`src/rtl/pc_sequencer.sv`:
```
// Program-counter sequencer: fetches one instruction, waits for execute, then
// updates the PC from the resolved branch/jump target. Misaligned targets trap.
module pc_sequencer #(
  parameter logic [31:0] RESET_PC = 32'h0000_0000
) (
  input  logic        clk,
  input  logic        rst_n,
  output logic        imem_req,
  output logic [31:0] imem_addr,
  input  logic        imem_ready,
  input  logic [31:0] imem_rdata,
  output logic [31:0] instr,
  output logic        instr_valid,
  input  logic        branch,
  input  logic        jump,
  input  logic        jalr,
  input  logic        zero,
  input  logic        lt,
  input  logic        ltu,
  input  logic [31:0] imm,
  input  logic [31:0] alu_result,
  input  logic        ex_done,
  input  logic        halt,
  output logic [31:0] pc,
  output logic [31:0] pc_plus4,
  output logic [31:0] instret,
  output logic        misalign_trap,
  output logic [2:0]  state
);

  typedef enum logic [2:0] {
    StIdle   = 3'd0,
    StFetch  = 3'd1,
    StExec   = 3'd2,
    StUpdate = 3'd3,
    StTrap   = 3'd4
  } state_e;

  state_e      state_q, state_d;
  logic [31:0] pc_q, pc_d;
  logic [31:0] instr_q, instr_d;
  logic        instr_valid_q, instr_valid_d;
  logic [31:0] instret_q, instret_d;
  logic        trap_q, trap_d;
  logic [31:0] next_pc_q, next_pc_d;

  logic        cond_met;
  logic        taken;
  logic [31:0] target;

  // jalr targets always clear bit 0, so the ALU lsb is never consumed.
  logic unused_alu_lsb;
  assign unused_alu_lsb = alu_result[0];

  always_comb begin
    cond_met = 1'b0;
    case (instr_q[14:12])
      3'b000:  cond_met = zero;
      3'b001:  cond_met = ~zero;
      3'b100:  cond_met = lt;
      3'b101:  cond_met = ~lt;
      3'b110:  cond_met = ltu;
      3'b111:  cond_met = ~ltu;
      default: cond_met = 1'b0;
    endcase
  end

  assign taken = jump | (branch & cond_met);

  always_comb begin
    if (jump && jalr) begin
      target = {alu_result[31:1], 1'b0};
    end else if (taken) begin
      target = pc_q + imm;
    end else begin
      target = pc_q + 32'd4;
    end
  end

  always_comb begin
    state_d       = state_q;
    pc_d          = pc_q;
    instr_d       = instr_q;
    instr_valid_d = 1'b0;
    instret_d     = instret_q;
    trap_d        = trap_q;
    next_pc_d     = next_pc_q;

    case (state_q)
      StIdle: begin
        if (!halt) begin
          state_d = StFetch;
        end
      end
      StFetch: begin
        if (imem_ready) begin
          instr_d       = imem_rdata;
          instr_valid_d = 1'b1;
          state_d       = StExec;
        end
      end
      StExec: begin
        if (ex_done) begin
          next_pc_d = target;
          if (target[1:0] != 2'b00) begin
            trap_d  = 1'b1;
            state_d = StTrap;
          end else begin
            state_d = StUpdate;
          end
        end
      end
      StUpdate: begin
        pc_d      = next_pc_q;
        instret_d = instret_q + 32'd1;
        state_d   = halt ? StIdle : StFetch;
      end
      StTrap: begin
        // Sticky until reset; PC and retire count stay frozen.
        trap_d = 1'b1;
      end
      default: begin
        state_d = StIdle;
      end
    endcase
  end

  always_ff @(posedge clk or negedge rst_n) begin
    if (!rst_n) begin
      state_q       <= StIdle;
      pc_q          <= RESET_PC;
      instr_q       <= 32'h0;
      instr_valid_q <= 1'b0;
      instret_q     <= 32'h0;
      trap_q        <= 1'b0;
      next_pc_q     <= RESET_PC;
    end else begin
      state_q       <= state_d;
      pc_q          <= pc_d;
      instr_q       <= instr_d;
      instr_valid_q <= instr_valid_d;
      instret_q     <= instret_d;
      trap_q        <= trap_d;
      next_pc_q     <= next_pc_d;
    end
  end

  assign imem_req      = (state_q == StFetch);
  assign imem_addr     = pc_q;
  assign instr         = instr_q;
  assign instr_valid   = instr_valid_q;
  assign pc            = pc_q;
  assign pc_plus4      = pc_q + 32'd4;
  assign instret       = instret_q;
  assign misalign_trap = trap_q;
  assign state         = state_q;

endmodule

```
`config.mk`:
```
export PLATFORM = sky130hd
export DESIGN_NAME = pc_sequencer
export DESIGN_NICKNAME = d
export VERILOG_FILES = /design/src/rtl/pc_sequencer.sv
export SDC_FILE = /design/constraint.sdc
export NUM_CORES = 1
export LEC_CHECK = 0
export BUFFER_PORTS_ARGS = -buffer_cell sky130_fd_sc_hd__buf_2
export CAP_MARGIN = 20
export CORE_ASPECT_RATIO = 1.1
export CORE_MARGIN = 5
export CORE_UTILIZATION = 49
export CTS_BUF_LIST = sky130_fd_sc_hd__clkbuf_16
export DETAILED_ROUTE_END_ITERATION = 10
export PLACE_DENSITY = 0.76
export SYNTH_ARGS = -nofsm -noshare
export SYNTH_HDL_FRONTEND = slang
export SYNTH_SLANG_ARGS = --single-unit
```
`constraint.sdc`:
```
create_clock -name clk -period 3.55 [get_ports clk]
set_input_delay 0.355 -clock clk [delete_from_list [all_inputs] [get_ports clk]]
set_output_delay 0.355 -clock clk [all_outputs]
set_load 0.005 [all_outputs]
```
### Yosys cells after proc, flatten, opt, wreduce, memory -nomap -nowiden

Index checks and enable logic that the tools add are counted.

| word-level totals | value |
|---|---|
| register bits | 133 |
| latch bits | 0 |
| RAM bits | 0 |
| ROM bits | 0 |
| bits of input ports | 107 |
| output and inout bits | 166 |
| logic and storage cells | 52 |
| memories kept | 0 |

| cells by class | value |
|---|---|
| add/subtract/negate cells | 3 |
| multipliers | 0 |
| div/mod/pow operators | 0 |
| $lt $le $gt $ge | 0 |
| equal/unequal tests | 13 |
| shifts and indexed selects | 0 |
| mux-type cells | 14 |
| bitwise operators | 6 |
| reduce and logical (&&, ||, !) cells | 9 |

Operator list:

| cell | count |
|---|---|
| two-way mux 32 bit | 2 |
| adder 32 x 1 -> 32 bit (second input constant) | 1 |
| adder 32 x 3 -> 32 bit (second input constant) | 1 |
| adder 32 bit | 1 |
| == test 3 bit (second input constant) | 5 |
| one-hot mux 3 bit (5 select lines) | 1 |
| two-way mux 3 bit | 4 |
| == test 3 x 1 -> 1 bit (second input constant) | 2 |
| == test 3 x 2 -> 1 bit (second input constant) | 2 |
| zero test 3 bit | 2 |
| != test 2 bit (second input constant) | 3 |
| one-hot mux 1 bit (6 select lines) | 1 |
| two-way mux 1 bit | 5 |
| NOT 1 bit | 4 |
| AND reduction 2 bit | 2 |
| AND reduction 4 bit | 1 |
| nonzero test 2 bit | 2 |
| AND reduction 3 bit | 1 |
| != test 2 x 1 -> 1 bit (second input constant) | 1 |
| one-hot mux 1 bit (2 select lines) | 1 |
| AND 1 bit | 1 |
| logical AND 1 bit | 1 |
| bitwise OR 1 bit | 1 |

### Longest topological paths before layout

Gate-level depths: netlist of the first run.

| depth | value |
|---|---|
| depth after elaboration | 10 |
| gate-level depth with buffers | 12 |
| mapped depth without buffers | 12 |

### Worst setup path after synthesis of the first run

No wires, ideal clock.

| path | value |
|---|---|
| path kind | flip-flop to flip-flop |
| start point | register pc_q[0] (netlist: imem_addr[0]) |
| end point | register next_pc_q[30] |
| setup time | 0.080 ns |
| arrival | 2.666 ns |
| data required time | 3.470 ns |
| setup slack | 0.803 ns |
| stages on the path, launching flop included | 13 |
| buffers on the path | 0 |
| clock period less this slack | 2.747 ns |
| path through | dfrtp_1 ha_1 inv_1 fa_1 nand2b_1 a21oi_1 o221ai_1 a21o_1 a21o_1 o21ai_2 nor4_1 or4_1 o22ai_2 |

| on the way | value |
|---|---|
| word-level cells in the longest chain between the ends | 3 |
| elaborated cells on any way between the ends | 4 |
| those cells by class | add/sub (2); mux (2) |

RTL lines:

| element | RTL line | text |
|---|---|---|
| start, declared | 40 | `logic [31:0] pc_q, pc_d;` |
| start signal, assigned | 139 | `pc_q <= pc_d;` |
| adder 32 x 3 -> 32 bit / adder 32 bit (equally long branches) | 76, 74 |  |
| two-way mux 32 bit (*) | 73 | `end else if (taken) begin` |
| two-way mux 32 bit (*) | 71 | `if (jump && jalr) begin` |
| end signal, assigned | 144 | `next_pc_q <= next_pc_d;` |
| end, declared | 45 | `logic [31:0] next_pc_q, next_pc_d;` |

Mark *: on every way between the ends. The rest lies on a longest branch, timed or not.
A chain may end at the register's enable or synchronous reset.

### Final worst setup path of the first run

| path | value |
|---|---|
| start point | register pc_q[0] (netlist: imem_addr[0]) |
| end point | register next_pc_q[24] |

Same word-level chain as after synthesis.

==> metrics.csv, run 1 <==
stage;metric;value;unit
cells_and_area;syn_to_final_growth;23.8;%
cells_and_area;final_common_cell;buf_2;
clock_tree;cts_hold_repair.buffers;0;
synthesis;synthFlopType;dfrtp_1;
synthesis;syn_area_per_cell;9.23;sq um
die;io_pins;273;
outcome;violations;negative hold slack;
power;internal_power;0.00496;W
detailed_routing;wl;24000;microns
clock_tree;clock_path_buffers;2;
worst_setup_path;rrSetupSlack;340;ps
worst_setup_path;worstSetupStartpoint;imem_addr[0]$_DFFE_PN0P_;
worst_setup_path;required;3840;ps
global_route;grt_max_degree;85;
timing;fmax;312;MHz
power;power_switching;0.00337;W
clock_tree;root_buffer;clkbuf_16;
clock_tree;cts_tree;yes;
cells_and_area;drive_gt1_share;32.6;%
outcome;status;complete, but fails checks;
synthesis;syn_area;8110;sq um
global_route;antenna_found_initial;2;
cells_and_area;final_cell_mix;buf_2 (270), nand2_1 (160), dfrtp_1 (133);
global_route;grt-ovfl-total;0;
timing;skew;10.7;ps
place;routabilityCongestion;0.916;
power;peakVddDrop;0.403;mV
global_route;grt_pass1_vias;7264;
global_route;grt_pass1_wl;38200;microns
cells_and_area;instances_no_fill;1330;
worst_setup_path;reg2regPathDepth;12;
timing;hold_viol_final;6;
timing;slew_headroom;30.3;%
synthesis;synthArstFlopShare;100;%
worst_setup_path;path_max_fanout;6;
clock_tree;cts_made_buffers;17;
power;p_leak;5.04;nW
detailed_routing;drc;0;
power;power_frac_seq;32.1;%
synthesis;synthDistinctLibCells;71;
power;p_comb_share;46.6;%
timing;period_share;90.4;%
detailed_routing;drt_pre_antenna_iters;6;
die;start_util;49.7;%
die;die_h;145;microns
place;portBuffers;271;
power;swShare;40.5;%
timing;holdWs;-12.6;ps
worst_setup_path;cp-end-kind;register;
die;rows;49;
timing;totalNegativeSetupSlack;0;ps
detailed_routing;post_drt_wl_per_cell;18.1;microns
synthesis;syn-num-nets;1020;
clock_tree;cts-htree-levels;4;
detailed_routing;viasPerCell;5.55;
timing;maxSlewViolCount;0;
place;dp.cells;1297;
synthesis;synth-edff-count;0;
detailed_routing;dr_total_vias;7375;
synthesis;synth_seq_cells;133;
timing;tightest_slew;1050;ps
cells_and_area;fin_nets;1253;
power;power;0.00833;W
timing;finalSetupViolCount;0;
clock_tree;ctsResizeCount;0;
worst_setup_path;path_class;reg2reg;
detailed_routing;ant_nets;0;
clock_tree;path_clk_slew;60;ps
worst_setup_path;r2r_start;imem_addr[0]$_DFFE_PN0P_;
clock_tree;post_cts_buffers;0;
worst_setup_path;endpoint;next_pc_q[24]$_DFFE_PN0P_;
die;die_w;133;microns
timing;period_needed;3210;ps
job;maxCapViolations;0;
timing;rsz0062_at_grt;no;
place;dp_hpwl;17700;microns
worst_setup_path;cp-start-kind;register;
synthesis;ys_warn_count;0;
detailed_routing;drt-initial-drc-count;432;
die;dieArea;19200;sq um
worst_setup_path;critPathArrivalTime;3500;ps
power;power_density;830;nW/um^2
min_path;hold_path.class;in2async;
synthesis;synth_seq_area_share;41.0;%
synthesis;syn_inst;879;
global_route;grt.total_usage;24.7;%
clock_tree;insertion_delay;420;ps
power;pwr-share-clk;21.3;%
die;core-area;16300;sq um
worst_setup_path;r2r_end;next_pc_q[24]$_DFFE_PN0P_;
clock_tree;clock-sinks;133;
power by group through the flow:
stage | Combinational [W] | Sequential, W | Clock, W
floorplan | 0.00266 | 0.00260 | 0
global placement | 0.00380 | 0.00267 | 0
detailed placement | 0.00387 | 0.00270 | 0
CTS | 0.00389 | 0.00268 | 0.00181
global route | 0.00429 | 0.00277 | 0.00189
finish | 0.00388 | 0.00267 | 0.00177
critical path: stages, from the launching register on:
cell      delay [ps]
dfrtp_1          410
ha_1             210
inv_1             60
fa_1             380
nand2b_1         190
a21oi_1          260
o221ai_1         210
a21o_1           230
a21o_1           220
o21ai_1          310
nand4_1          200
mux2i_1          160
o221a_1          230
synth_stat cells, drive strengths merged (6+ instances only):
master	instances	area, sq um
mux2	33	372
nand2b	7	43.8
and4	6	55.1
a221oi	12	105
o21ai	57	293
nor2	51	196
clkbuf	26	97.6
xor2	27	236
and2	7	46.3
mux2i	7	70.1
dfrtp	133	3330
buf	42	289
o211ai	8	60.1
xnor2	53	464
and3	15	100
nand4	18	113
nand3	23	125
o22ai	13	87.6
nand2	160	601
a21oi	39	195
a21o	14	105
nor3b	6	45.0
ha	33	413
inv	20	75.1
area by class of cell:
cell class | instances | area [sq um]
timing repair buffer | 282 | 1460
antenna | 1 | 2.50
clock buffer | 17 | 425
tap | 204 | 255
inverter | 20 | 75.1
multi-input combinational | 658 | 4320
sequential | 133 | 3330
clock inverter | 15 | 169
fill | 1465 | 6270
stage by stage:
step                      util (%)  setup WS (ps)  cell area [sq um]  hold slack [ps]
final                         61.5            342              10000            -12.6
after global placement        57.9            479               9440              442
after CTS                     61.5            362              10000             10.0
after detailed placement      57.9            403               9440              451
after global routing          61.5            142              10000             55.4
after floorplan                  -            803               8110             59.4
registers in the layout (all words and copies together), names as in the netlist:
| name | flops |
|---|---|
| imem_addr | 32 |
| instr | 32 |
| instr_valid | 1 |
| instret | 32 |
| misalign_trap | 1 |
| next_pc_q | 32 |
| state | 3 |
metal layers:
layer / vias up / part of all wire, % / GRT usage (%)
met3: 39 / 7.2 / 4.92
met4: 2 / 2.1 / 8.00
met1: 3489 / 42 / 31.8
li1: 3553 / - / -
met2: 292 / 49 / 41.8
met5: - / 0.054 / 0
logic make-up (layout without fill, tap and decap cells):
logic type                 count (synthesis)  in the layout  synth area share (%)
AOI/OAI and AO/OA                        188            188                  15.7
xor gates and xnor gates                  80             80                  8.64
adders and majority gates                 34             34                  5.34
buffers and inverters                     88            334                  5.69
DFF                                      133            133                  41.0
muxes                                     40             40                  5.45
other                                      0              1                     0
and+or+nand+nor                          316            316                  18.2
worst min-delay path by stage:
stage	startpoint	endpoint	slack, ps	cells after the start
after global routing	rst_n	instr[1]$_DFFE_PN0P_	60	1
final	rst_n	instr[1]$_DFFE_PN0P_	-10	1
after detailed placement	misalign_trap$_DFFE_PN0P_	misalign_trap$_DFFE_PN0P_	450	1
after floorplan	rst_n	imem_addr[0]$_DFFE_PN0P_	60	0
after global placement	next_pc_q[6]$_DFFE_PN0P_	imem_addr[6]$_DFFE_PN0P_	440	2
after CTS	rst_n	instr[0]$_DFFE_PN0P_	10	1
Note: power is estimated with default switching activity, not from simulation.
==> run 2: changes to the inputs <==
REMOVE_ABC_BUFFERS = 1   (was unset)
SLEW_MARGIN = 20   (was unset)
==> run 2 against run 1 <==
The run now ends clean; critical endpoint is now pc_plus4[30]; routed wire length is 2.3% lower; clock power is 5% lower; cell area is 0.25% lower; critical path depth is 5 lower; core utilization is 0.15 points lower; clock skew is 3.5 ps lower; highest routed layer is now met4; via count is 0.62% higher.
==> metrics.csv, run 2 (synthesis results as in run 1) <==
stage;metric;value;unit
worst_setup_path;endpoint;pc_plus4[30];
cells_and_area;final_cell_mix;buf_2 (270), nand2_1 (160), dfrtp_1 (133);
clock_tree;ctsResizeCount;0;
cells_and_area;fin_nets;1255;
min_path;hold_path.class;in2async;
timing;holdWs;67.3;ps
global_route;antenna_found_initial;1;
die;start_util;49.7;%
worst_setup_path;critPathArrivalTime;2860;ps
die;rows;49;
detailed_routing;dr_total_vias;7421;
place;dp_worst_setup_slack;394;ps
global_route;grt_pass1_wl;37900;microns
clock_tree;cts_hold_repair.buffers;0;
timing;tightest_slew;981;ps
worst_setup_path;worstSetupStartpoint;imem_addr[3]$_DFFE_PN0P_;
place;routabilityCongestion;0.878;
die;dieArea;19200;sq um
timing;timing.final.ws_setup;335;ps
detailed_routing;ant_nets;0;
place;dp.cells;1299;
place;portBuffers;271;
cells_and_area;drive_gt1_share;32.8;%
cells_and_area;nFillCells;1454;
worst_setup_path;cp-end-kind;output port;
timing;fmax;311;MHz
cells_and_area;final_common_cell;buf_2;
cells_and_area;instances_no_fill;1332;
die;core-area;16300;sq um
timing;slew_headroom;34.6;%
clock_tree;root_buffer;clkbuf_16;
timing;rsz0062_at_grt;no;
timing;period_share;90.6;%
clock_tree;insertion_delay;410;ps
timing;totalNegativeSetupSlack;0;ps
worst_setup_path;r2r_start;imem_addr[0]$_DFFE_PN0P_;
clock_tree;post_cts_buffers;0;
worst_setup_path;r2r_end;next_pc_q[30]$_DFFE_PN0P_;
die;die_w;133;microns
global_route;grt_max_degree;116;
die;die_h;145;microns
timing;maxSlewViolCount;0;
detailed_routing;wl;23500;microns
clock_tree;cts_made_buffers;17;
worst_setup_path;reg2regPathDepth;12;
detailed_routing;drt_pre_antenna_iters;5;
detailed_routing;drc;0;
clock_tree;clock-sinks;133;
detailed_routing;drt-initial-drc-count;277;
worst_setup_path;rrSetupSlack;350;ps
place;dp_hpwl;17400;microns
worst_setup_path;path_class;reg2out;
job;maxCapViolations;0;
die;io_pins;273;
worst_setup_path;path_max_fanout;8;
power;power_density;819;nW/um^2
power;peakVddDrop;0.385;mV
timing;finalSetupViolCount;0;
cells_and_area;syn_to_final_growth;23.5;%
global_route;grt_pass1_vias;7390;
clock_tree;clock_path_buffers;2;
outcome;status;completed;
global_route;grt.total_usage;24.3;%
worst_setup_path;required;3190;ps
detailed_routing;viasPerCell;5.57;
clock_tree;cts-htree-levels;4;
detailed_routing;post_drt_wl_per_cell;17.6;microns
clock_tree;cts_tree;yes;
timing;hold_viol_final;0;
timing;period_needed;3210;ps
worst_setup_path;cp-start-kind;register;
clock_tree;path_clk_slew;60;ps
power;p_leak;5.03;nW
global_route;grt-ovfl-total;0;
timing;skew;7.26;ps
-- run 2: worst max-delay path: stages, from the launching register on --
cell     delay [ps]
dfrtp_1         560
ha_1            320
and3_1          370
nand3_1         270
nor2_2          390
nand4_1         160
xnor2_1         220
buf_2           160
-- run 2: final cells by class --
cell class | instances | area (sq um) | area share (%)
multi-input cells | 658 | 4320 | 43.2
well taps | 204 | 255 | 2.55
diodes | 1 | 2.50 | 0.0250
clock buffers | 17 | 425 | 4.25
flip-flops and latches | 133 | 3330 | 33.2
clock inverters | 15 | 139 | 1.39
repair buffers | 284 | 1460 | 14.6
inverters | 20 | 75.1 | 0.750
-- run 2: metal layers --
| layer | track usage [%] | share of wire, % | vias up |
|---|---|---|---|
| met3 | 4.16 | 5.3 | 52 |
| met2 | 42.6 | 50 | 286 |
| li1 | - | - | 3546 |
| met5 | 0 | 0 | - |
| met4 | 9.04 | 2.7 | 0 |
| met1 | 30.1 | 42 | 3537 |
-- run 2: worst min path at each step --
stage / to / slack, ps / cells after the start
floorplan: imem_addr[0]$_DFFE_PN0P_ / 60 / 0
finish: instret[10]$_DFFE_PN0P_ / 70 / 1
CTS: instret[3]$_DFFE_PN0P_ / 130 / 1
global placement: misalign_trap$_DFFE_PN0P_ / 450 / 1
detailed placement: imem_addr[16]$_DFFE_PN0P_ / 450 / 2
global route: instret[9]$_DFFE_PN0P_ / 140 / 1
-- run 2: metrics by stage --
step / total power [W] / util, % / area [sq um]
after floorplan: 0.00499 / - / 7720
after global placement: 0.00643 / 57.9 / 9440
after detailed placement: 0.00653 / 57.9 / 9440
after CTS: 0.00826 / 61.4 / 10000
after global routing: 0.00884 / 61.4 / 10000
final: 0.00820 / 61.4 / 10000
-- run 2: power breakdown --
part	internal (W)	switching, W	total (W)	leakage (nW)
sequential	0.00209	0.000577	0.00266	1.67
clock	0.000923	0.000765	0.00169	0.265
combinational	0.00182	0.00203	0.00385	3.10
